File: config.mk
export PLATFORM = sky130hd
export DESIGN_NAME = object_physics_mover
export DESIGN_NICKNAME = d
export VERILOG_FILES = /design/src/rtl/object_physics_mover.sv
export SDC_FILE = /design/constraint.sdc
export NUM_CORES = 1
export LEC_CHECK = 0
export CAP_MARGIN = 20
export CELL_PAD_IN_SITES_DETAIL_PLACEMENT = 1
export CELL_PAD_IN_SITES_GLOBAL_PLACEMENT = 1
export CORE_UTILIZATION = 48
export DETAILED_ROUTE_END_ITERATION = 10
export PLACE_DENSITY_LB_ADDON = 0.1
export RECOVER_POWER = 50
export SETUP_SLACK_MARGIN = 0.5
export SYNTH_ARGS = -nofsm -noshare
export SYNTH_HDL_FRONTEND = slang
export SYNTH_SLANG_ARGS = --single-unit
File: constraint.sdc
create_clock -name clk -period 5.2 [get_ports clk]
set_input_delay 1.04 -clock clk [delete_from_list [all_inputs] [get_ports clk]]
set_output_delay 1.04 -clock clk [all_outputs]
set_load 0.02 [all_outputs]
File: src/rtl/object_physics_mover.sv
// Per-frame fixed-point trajectory engine for one sprite: gravity, saturated Y speed,
// key/collision reactions and bounce/wrap/stop screen-edge handling.
module object_physics_mover #(
    parameter int INITIAL_X       = 280,
    parameter int INITIAL_Y       = 185,
    parameter int INITIAL_X_SPEED = 40,
    parameter int INITIAL_Y_SPEED = 20,
    parameter int Y_ACCEL         = 5,
    parameter int MAX_Y_SPEED     = 400,
    parameter int FRAC_BITS       = 6,
    parameter int OBJ_W           = 64,
    parameter int OBJ_H           = 64,
    parameter int SCREEN_W        = 640,
    parameter int SCREEN_H        = 480,
    parameter int MARGIN          = 2,
    parameter int EDGE_MODE       = 0
) (
    input  logic               clk,
    input  logic               resetN,
    input  logic               startOfFrame,
    input  logic               enable,
    input  logic               restart,
    input  logic               Y_direction_key,
    input  logic               toggle_x_key,
    input  logic               collision,
    input  logic [3:0]         HitEdgeCode,
    output logic signed [10:0] topLeftX,
    output logic signed [10:0] topLeftY,
    output logic [3:0]         edgeFlags,
    output logic               moving
);

    localparam int SCALE    = 1 << FRAC_BITS;
    localparam int LIM_L    = MARGIN * SCALE;
    localparam int LIM_R    = (SCREEN_W - 1 - MARGIN - OBJ_W) * SCALE;
    localparam int LIM_T    = MARGIN * SCALE;
    localparam int LIM_B    = (SCREEN_H - 1 - MARGIN - OBJ_H) * SCALE;
    localparam int WRAP_XLO = -OBJ_W * SCALE;
    localparam int WRAP_XHI = (SCREEN_W - 1) * SCALE;
    localparam int WRAP_YLO = -OBJ_H * SCALE;
    localparam int WRAP_YHI = (SCREEN_H - 1) * SCALE;

    typedef enum logic [2:0] {
        IDLE_ST,
        MOVE_ST,
        WAIT_FOR_EOF_ST,
        POSITION_CHANGE_ST,
        POSITION_LIMITS_ST
    } state_t;

    state_t             r_state, w_next;
    logic signed [31:0] r_x, r_y, r_xs, r_ys;
    logic               r_toggle_d;
    logic               r_load_pend;
    logic [3:0]         r_edge_pend;

    logic               w_flip_x, w_flip_y;
    logic signed [31:0] w_ys_acc, w_ys_sat;
    logic signed [31:0] w_x_lim, w_y_lim, w_xs_lim, w_ys_lim;
    logic [3:0]         w_flags;

    always_ff @(posedge clk or negedge resetN) begin
        if (!resetN) r_state <= IDLE_ST;
        else         r_state <= w_next;
    end

    always_comb begin
        w_next = r_state;
        case (r_state)
            IDLE_ST:            if (startOfFrame) w_next = MOVE_ST;
            MOVE_ST: begin
                if (startOfFrame && enable) w_next = POSITION_CHANGE_ST;
                else if (collision)         w_next = WAIT_FOR_EOF_ST;
            end
            WAIT_FOR_EOF_ST:    if (startOfFrame && enable) w_next = POSITION_CHANGE_ST;
            POSITION_CHANGE_ST: w_next = POSITION_LIMITS_ST;
            POSITION_LIMITS_ST: w_next = MOVE_ST;
            default:            w_next = IDLE_ST;
        endcase
        if (restart) w_next = IDLE_ST;
    end

    assign w_flip_y = (Y_direction_key && r_ys > 0) ||
                      (collision && ((HitEdgeCode[2] && r_ys < 0) || (HitEdgeCode[0] && r_ys > 0)));
    assign w_flip_x = (toggle_x_key && !r_toggle_d) ||
                      (collision && ((HitEdgeCode[3] && r_xs < 0) || (HitEdgeCode[1] && r_xs > 0)));

    assign w_ys_acc = r_ys + Y_ACCEL;
    assign w_ys_sat = (w_ys_acc > MAX_Y_SPEED)  ? MAX_Y_SPEED :
                      (w_ys_acc < -MAX_Y_SPEED) ? -MAX_Y_SPEED : w_ys_acc;

    always_comb begin
        w_x_lim  = r_x;
        w_y_lim  = r_y;
        w_xs_lim = r_xs;
        w_ys_lim = r_ys;
        w_flags  = '0;
        if (EDGE_MODE == 1) begin
            if (r_x < WRAP_XLO)      begin w_x_lim = WRAP_XHI; w_flags[3] = 1'b1; end
            else if (r_x > WRAP_XHI) begin w_x_lim = WRAP_XLO; w_flags[1] = 1'b1; end
            if (r_y < WRAP_YLO)      begin w_y_lim = WRAP_YHI; w_flags[2] = 1'b1; end
            else if (r_y > WRAP_YHI) begin w_y_lim = WRAP_YLO; w_flags[0] = 1'b1; end
        end else begin
            // Bounce reflects only outward motion; stop kills the axis speed.
            if (r_x < LIM_L) begin
                w_x_lim = LIM_L; w_flags[3] = 1'b1;
                if (EDGE_MODE == 2)  w_xs_lim = '0;
                else if (r_xs < 0)   w_xs_lim = -r_xs;
            end else if (r_x > LIM_R) begin
                w_x_lim = LIM_R; w_flags[1] = 1'b1;
                if (EDGE_MODE == 2)  w_xs_lim = '0;
                else if (r_xs > 0)   w_xs_lim = -r_xs;
            end
            if (r_y < LIM_T) begin
                w_y_lim = LIM_T; w_flags[2] = 1'b1;
                if (EDGE_MODE == 2)  w_ys_lim = '0;
                else if (r_ys < 0)   w_ys_lim = -r_ys;
            end else if (r_y > LIM_B) begin
                w_y_lim = LIM_B; w_flags[0] = 1'b1;
                if (EDGE_MODE == 2)  w_ys_lim = '0;
                else if (r_ys > 0)   w_ys_lim = -r_ys;
            end
        end
    end

    always_ff @(posedge clk or negedge resetN) begin
        if (!resetN) begin
            r_x         <= '0;
            r_y         <= '0;
            r_xs        <= '0;
            r_ys        <= '0;
            r_toggle_d  <= 1'b0;
            r_load_pend <= 1'b0;
            r_edge_pend <= '0;
            topLeftX    <= '0;
            topLeftY    <= '0;
            edgeFlags   <= '0;
            moving      <= 1'b0;
        end else begin
            r_toggle_d  <= toggle_x_key;
            r_load_pend <= (r_state == POSITION_LIMITS_ST);
            moving      <= (w_next != IDLE_ST);
            case (r_state)
                IDLE_ST: begin
                    r_x      <= INITIAL_X * SCALE;
                    r_y      <= INITIAL_Y * SCALE;
                    r_xs     <= INITIAL_X_SPEED;
                    r_ys     <= INITIAL_Y_SPEED;
                    topLeftX <= 11'(INITIAL_X);
                    topLeftY <= 11'(INITIAL_Y);
                end
                MOVE_ST: begin
                    if (w_flip_y) r_ys <= -r_ys;
                    if (w_flip_x) r_xs <= -r_xs;
                end
                POSITION_CHANGE_ST: begin
                    r_x  <= r_x + r_xs;
                    r_y  <= r_y + r_ys;
                    r_ys <= w_ys_sat;
                end
                POSITION_LIMITS_ST: begin
                    r_x         <= w_x_lim;
                    r_y         <= w_y_lim;
                    r_xs        <= w_xs_lim;
                    r_ys        <= w_ys_lim;
                    r_edge_pend <= w_flags;
                end
                default: ;
            endcase
            // Outputs follow one cycle after the clamp so the raw sum never shows.
            if (r_load_pend && r_state != IDLE_ST) begin
                topLeftX  <= 11'(r_x >>> FRAC_BITS);
                topLeftY  <= 11'(r_y >>> FRAC_BITS);
                edgeFlags <= r_edge_pend;
            end
        end
    end

endmodule

==> results.md <==
* Status: complete, but fails checks
* Failing checks: capacitance limit, slew limit
* R2R setup slack at 910 ps
* WS Path Type: reg2reg
* Flops & latches, synth at between 150 and 200
* Peak supply drop at 0.0002416 V
* Worst Hold Path Cells at 1
* Worst skew pair latency at between 400 and 500 ps
* First-pass GRT wire length at between 60000 and 70000 um
* Worst reg2reg path depth at 16
* Launch point of the worst reg-to-reg path: r_ys[11]
* Final wirelength at ~37000 um
* Filler-free cell count of the finished design at ~1700
* Synth Instances at 1391
* Length of the first detailed-routing pass in iterations at 5
* Sw power at approximately 2.0 mW
* Die width at between 150 and 200 um
* Hold Vio Cnt, Final at 0
* Initial Util at 49.12%
* Drc violations at 0
* Die area at roughly 25000 um^2
* Worst Path Arrival at about 4600 ps
* Setup TNS at 0 ps
* Vias after detailed routing at between 10000 and 15000
* CTS H-tree depth at 4
* Slew HR at -154.9%
* Post-synthesis sequential area ratio at between 30% and 40%
* Commonest non-fill, non-tap cell in the layout: dfrtp_1
* Hold crit path type: reg2reg
* PD cells at between 300 and 400 nW/um^2
* Mapped Nets at 1471
* EDFF count, synth at 0
* # IOs at 39
* Layout Utilization at between 50% and 60%
* Slowest stage delay, CP at 650 ps
* Fin worst setup slack at between 900 and 1000 ps
* Post-synth ARST share at between 90% and 100%
* Power share of the clock group at around a quarter
* Most frequent cells in the layout: dfrtp_1 (162), nor2_1 (159), nand2_1 (148), o21ai_0 (118), a21oi_1 (98)
* Remaining global-route overflow at 0
* Hold Crit Start: r_edge_pend[2]
* # nets final at 1475
* RSZ-0062 raised after global routing: no
* Post-Synth XOR/XNOR Area at 7.400%
* Post-synthesis mux area share at between 2 and 3%
* Area fraction in compound gates after synthesis at between 20% and 30%
* Tmin final at ~4300 ps
* Switching Share at between 40% and 50%
* Wire per inst at around 22 um
* Slowest cell on crit path: dfrtp_1
* Req. time, crit path at roughly 5500 ps
* Die Y at between 150 and 200 um
* DP Cell Count at 1694
* Final Skew at approximately 15 ps
* Internal Power at between 2 and 3 mW
* Final Wtd Congestion at 0.9253
* Worst Hold Path EP: r_edge_pend[2]
* Power share of the sequential group at ~38%
* Row count at 56
* Max Slew Vio Count at 120
* Largest net degree at the start of global routing at between 80 and 90
* Layout cells sized above 1 at 5.966%
* Peak Freq at between 200 and 250 MHz
* RR Endpoint: r_ys[7]
* I/O Buffers at 38
* CTS max path bufs at 2
* TritonCTS Buffers at 17
* Post-synthesis cell type count at between 80 and 90
* YS warnings at 0
* Vias/cell at 6.231
* DRC marker count from the first detailed-route iteration at between 600 and 700
* Simple-gate share of the synthesized area at between 20 and 25%
* Comb power frac at a little over a third
* CTS clock-pin slew for the worst setup and hold paths at approximately 70 ps
* Initial antenna violation count at 2
* Tcrit/Tclk final at between 80% and 90%
* Tot GR Track Use at approximately a third
* Pre-CTS setup slack at 565.7 ps
* CTS Sinks at 163
* Largest fanout on the critical path at 13
* Number of global-route vias before repair at ~11000
* TritonCTS clock tree: built
* Post-DP HPWL at between 20000 and 30000 um
* Clock root buffer master: clkbuf_16
* Syn Std Cell Area at about 12000 um^2
* Main synth FF type: dfrtp_1
* Largest family of logic cells by synthesized area: simple AND/OR/NAND/NOR gates
* Startpoint Class: flip-flop
* Worst-path cell chain: nand3_1, nor4_2, buf_4, nand4_1, xnor2_1, nand2_1, nor4_1, nand4_1, a2111oi_1, nand4b_1, ha_4, nor2_1, a32oi_1, o21ai_0, nor3_1, nor3_1
* Core area at 23610 um^2
* Routed Antenna Nets at 0
* P_leak at 5.497 nW
* Synthesized area per cell at ~8.3 um^2
* Max-cap violation count at 2
* Adder and majority gate portion of the synthesized area at approximately 7.4%
* Area Overhead vs Synth at 10.52%
* Slew @ Worst Pin at around 3800 ps
* Final Setup Violations at 0
* Critical path capture point type: flip-flop
worst max-delay path by stage:
stage / startpoint / end / cells past startpoint
final: r_ys[11] / r_ys[7] / 16
after global routing: resetN / r_ys[22] / 1
after CTS: r_ys[0] / r_ys[7] / 18
after detailed placement: r_ys[0] / r_ys[7] / 18
after global placement: r_ys[0] / r_ys[7] / 17
after floorplan: r_ys[0] / r_ys[19] / 17
critical path, delay by kind of cell (launching register included):
kind	cells	cell delay (ps)
AO/OA/AOI/OAI	3	790
XOR/XNOR	1	350
adder cells (fa/ha/maj)	1	370
buffers and inverters	1	220
flip-flops	1	650
AND/OR/NAND/NOR	10	1800
cells in the mapped netlist, drive strengths merged, types with 10 or more instances:
cell type    n  share of area (%)
nor2b       13               0.70
or3         17               0.92
nor3        43                2.0
clkbuf      56                1.8
xor2        35                2.6
inv         36                1.2
nor4        28                1.7
o31ai       13               0.84
o21a        10               0.65
o221ai      10               0.76
a21o        24                1.6
dfrtp      163                 35
xnor2       63                4.8
nand2      149                4.8
nand3       32                1.4
ha          67                7.2
nand4       14               0.94
nand2b      14               0.82
a21oi       99                4.3
and2        11               0.59
o211ai      10               0.69
buf         16               0.81
o21ai      121                5.2
mux2i       24                2.1
a31oi       26                1.4
and3        13               0.70
nor2       162                5.3
state kept, by name, summed over array words and instances, names as in the netlist:
register	flops
r_ys	32
r_load_pend	1
topLeftX	11
moving	1
r_edge_pend	4
edgeFlags	4
r_toggle_d	1
r_xs	31
r_state	3
r_x	32
r_y	32
topLeftY	11
metal layers:
layer / vias to the layer above / wire [um] / global-route usage [%]
li1: 5032 / - / -
met1: 5406 / 15920 / 38.00
met2: 242 / 18520 / 55.20
met3: 86 / 1307 / 4.240
met4: 2 / 1399 / 13.82
met5: - / 12 / 0
power by group through the flow:
stage,logic (mW),clock network (mW),registers (mW)
floorplan,1.36,0,1.61
global placement,1.64,0,1.81
detailed placement,1.69,0,1.82
CTS,1.71,1.25,1.80
global route,1.90,1.30,1.84
finish,1.72,1.23,1.81
logic make-up (layout without fill, tap and decap cells):
kind of cell / Yosys count / in the layout
buffers and inverters: 109 / 126
DFF: 163 / 163
and+or+nand+nor: 532 / 532
muxes: 30 / 30
other: 0 / 1
xor gates and xnor gates: 98 / 98
AOI/OAI and AO/OA: 391 / 391
adders and majority gates: 68 / 68
per-stage QoR:
step           power [mW]  instance area (um^2)  hold slack, ps
2_1_floorplan       2.971                 11600           441.9
3_3_place_gp        3.448                 12250           480.3
3_5_place_dp        3.512                 12250           480.4
4_1_cts             4.764                 12810           496.0
5_1_grt             5.034                 12820           515.6
6_report            4.765                 12820           495.3
layout make-up:
cell class | instances | area [um^2]
Fill cell | 2889 | 10790
Multi-Input combinational cell | 1119 | 7107
Sequential cell | 163 | 4080
Timing Repair Buffer | 57 | 539.3
Clock buffer | 18 | 429.2
Tap cell | 319 | 399.1
Inverter | 37 | 138.9
Clock inverter | 14 | 122.6
Antenna cell | 1 | 2.502
what timing repair did:
action / CTS / global route
buffers inserted: 0 / 1
hold buffers: 0 / 0
setup endpoints to repair: 2 / 26
resized for setup: 1 / 5
pin swaps: 0 / 1
Note: power is estimated with default switching activity, not from simulation.
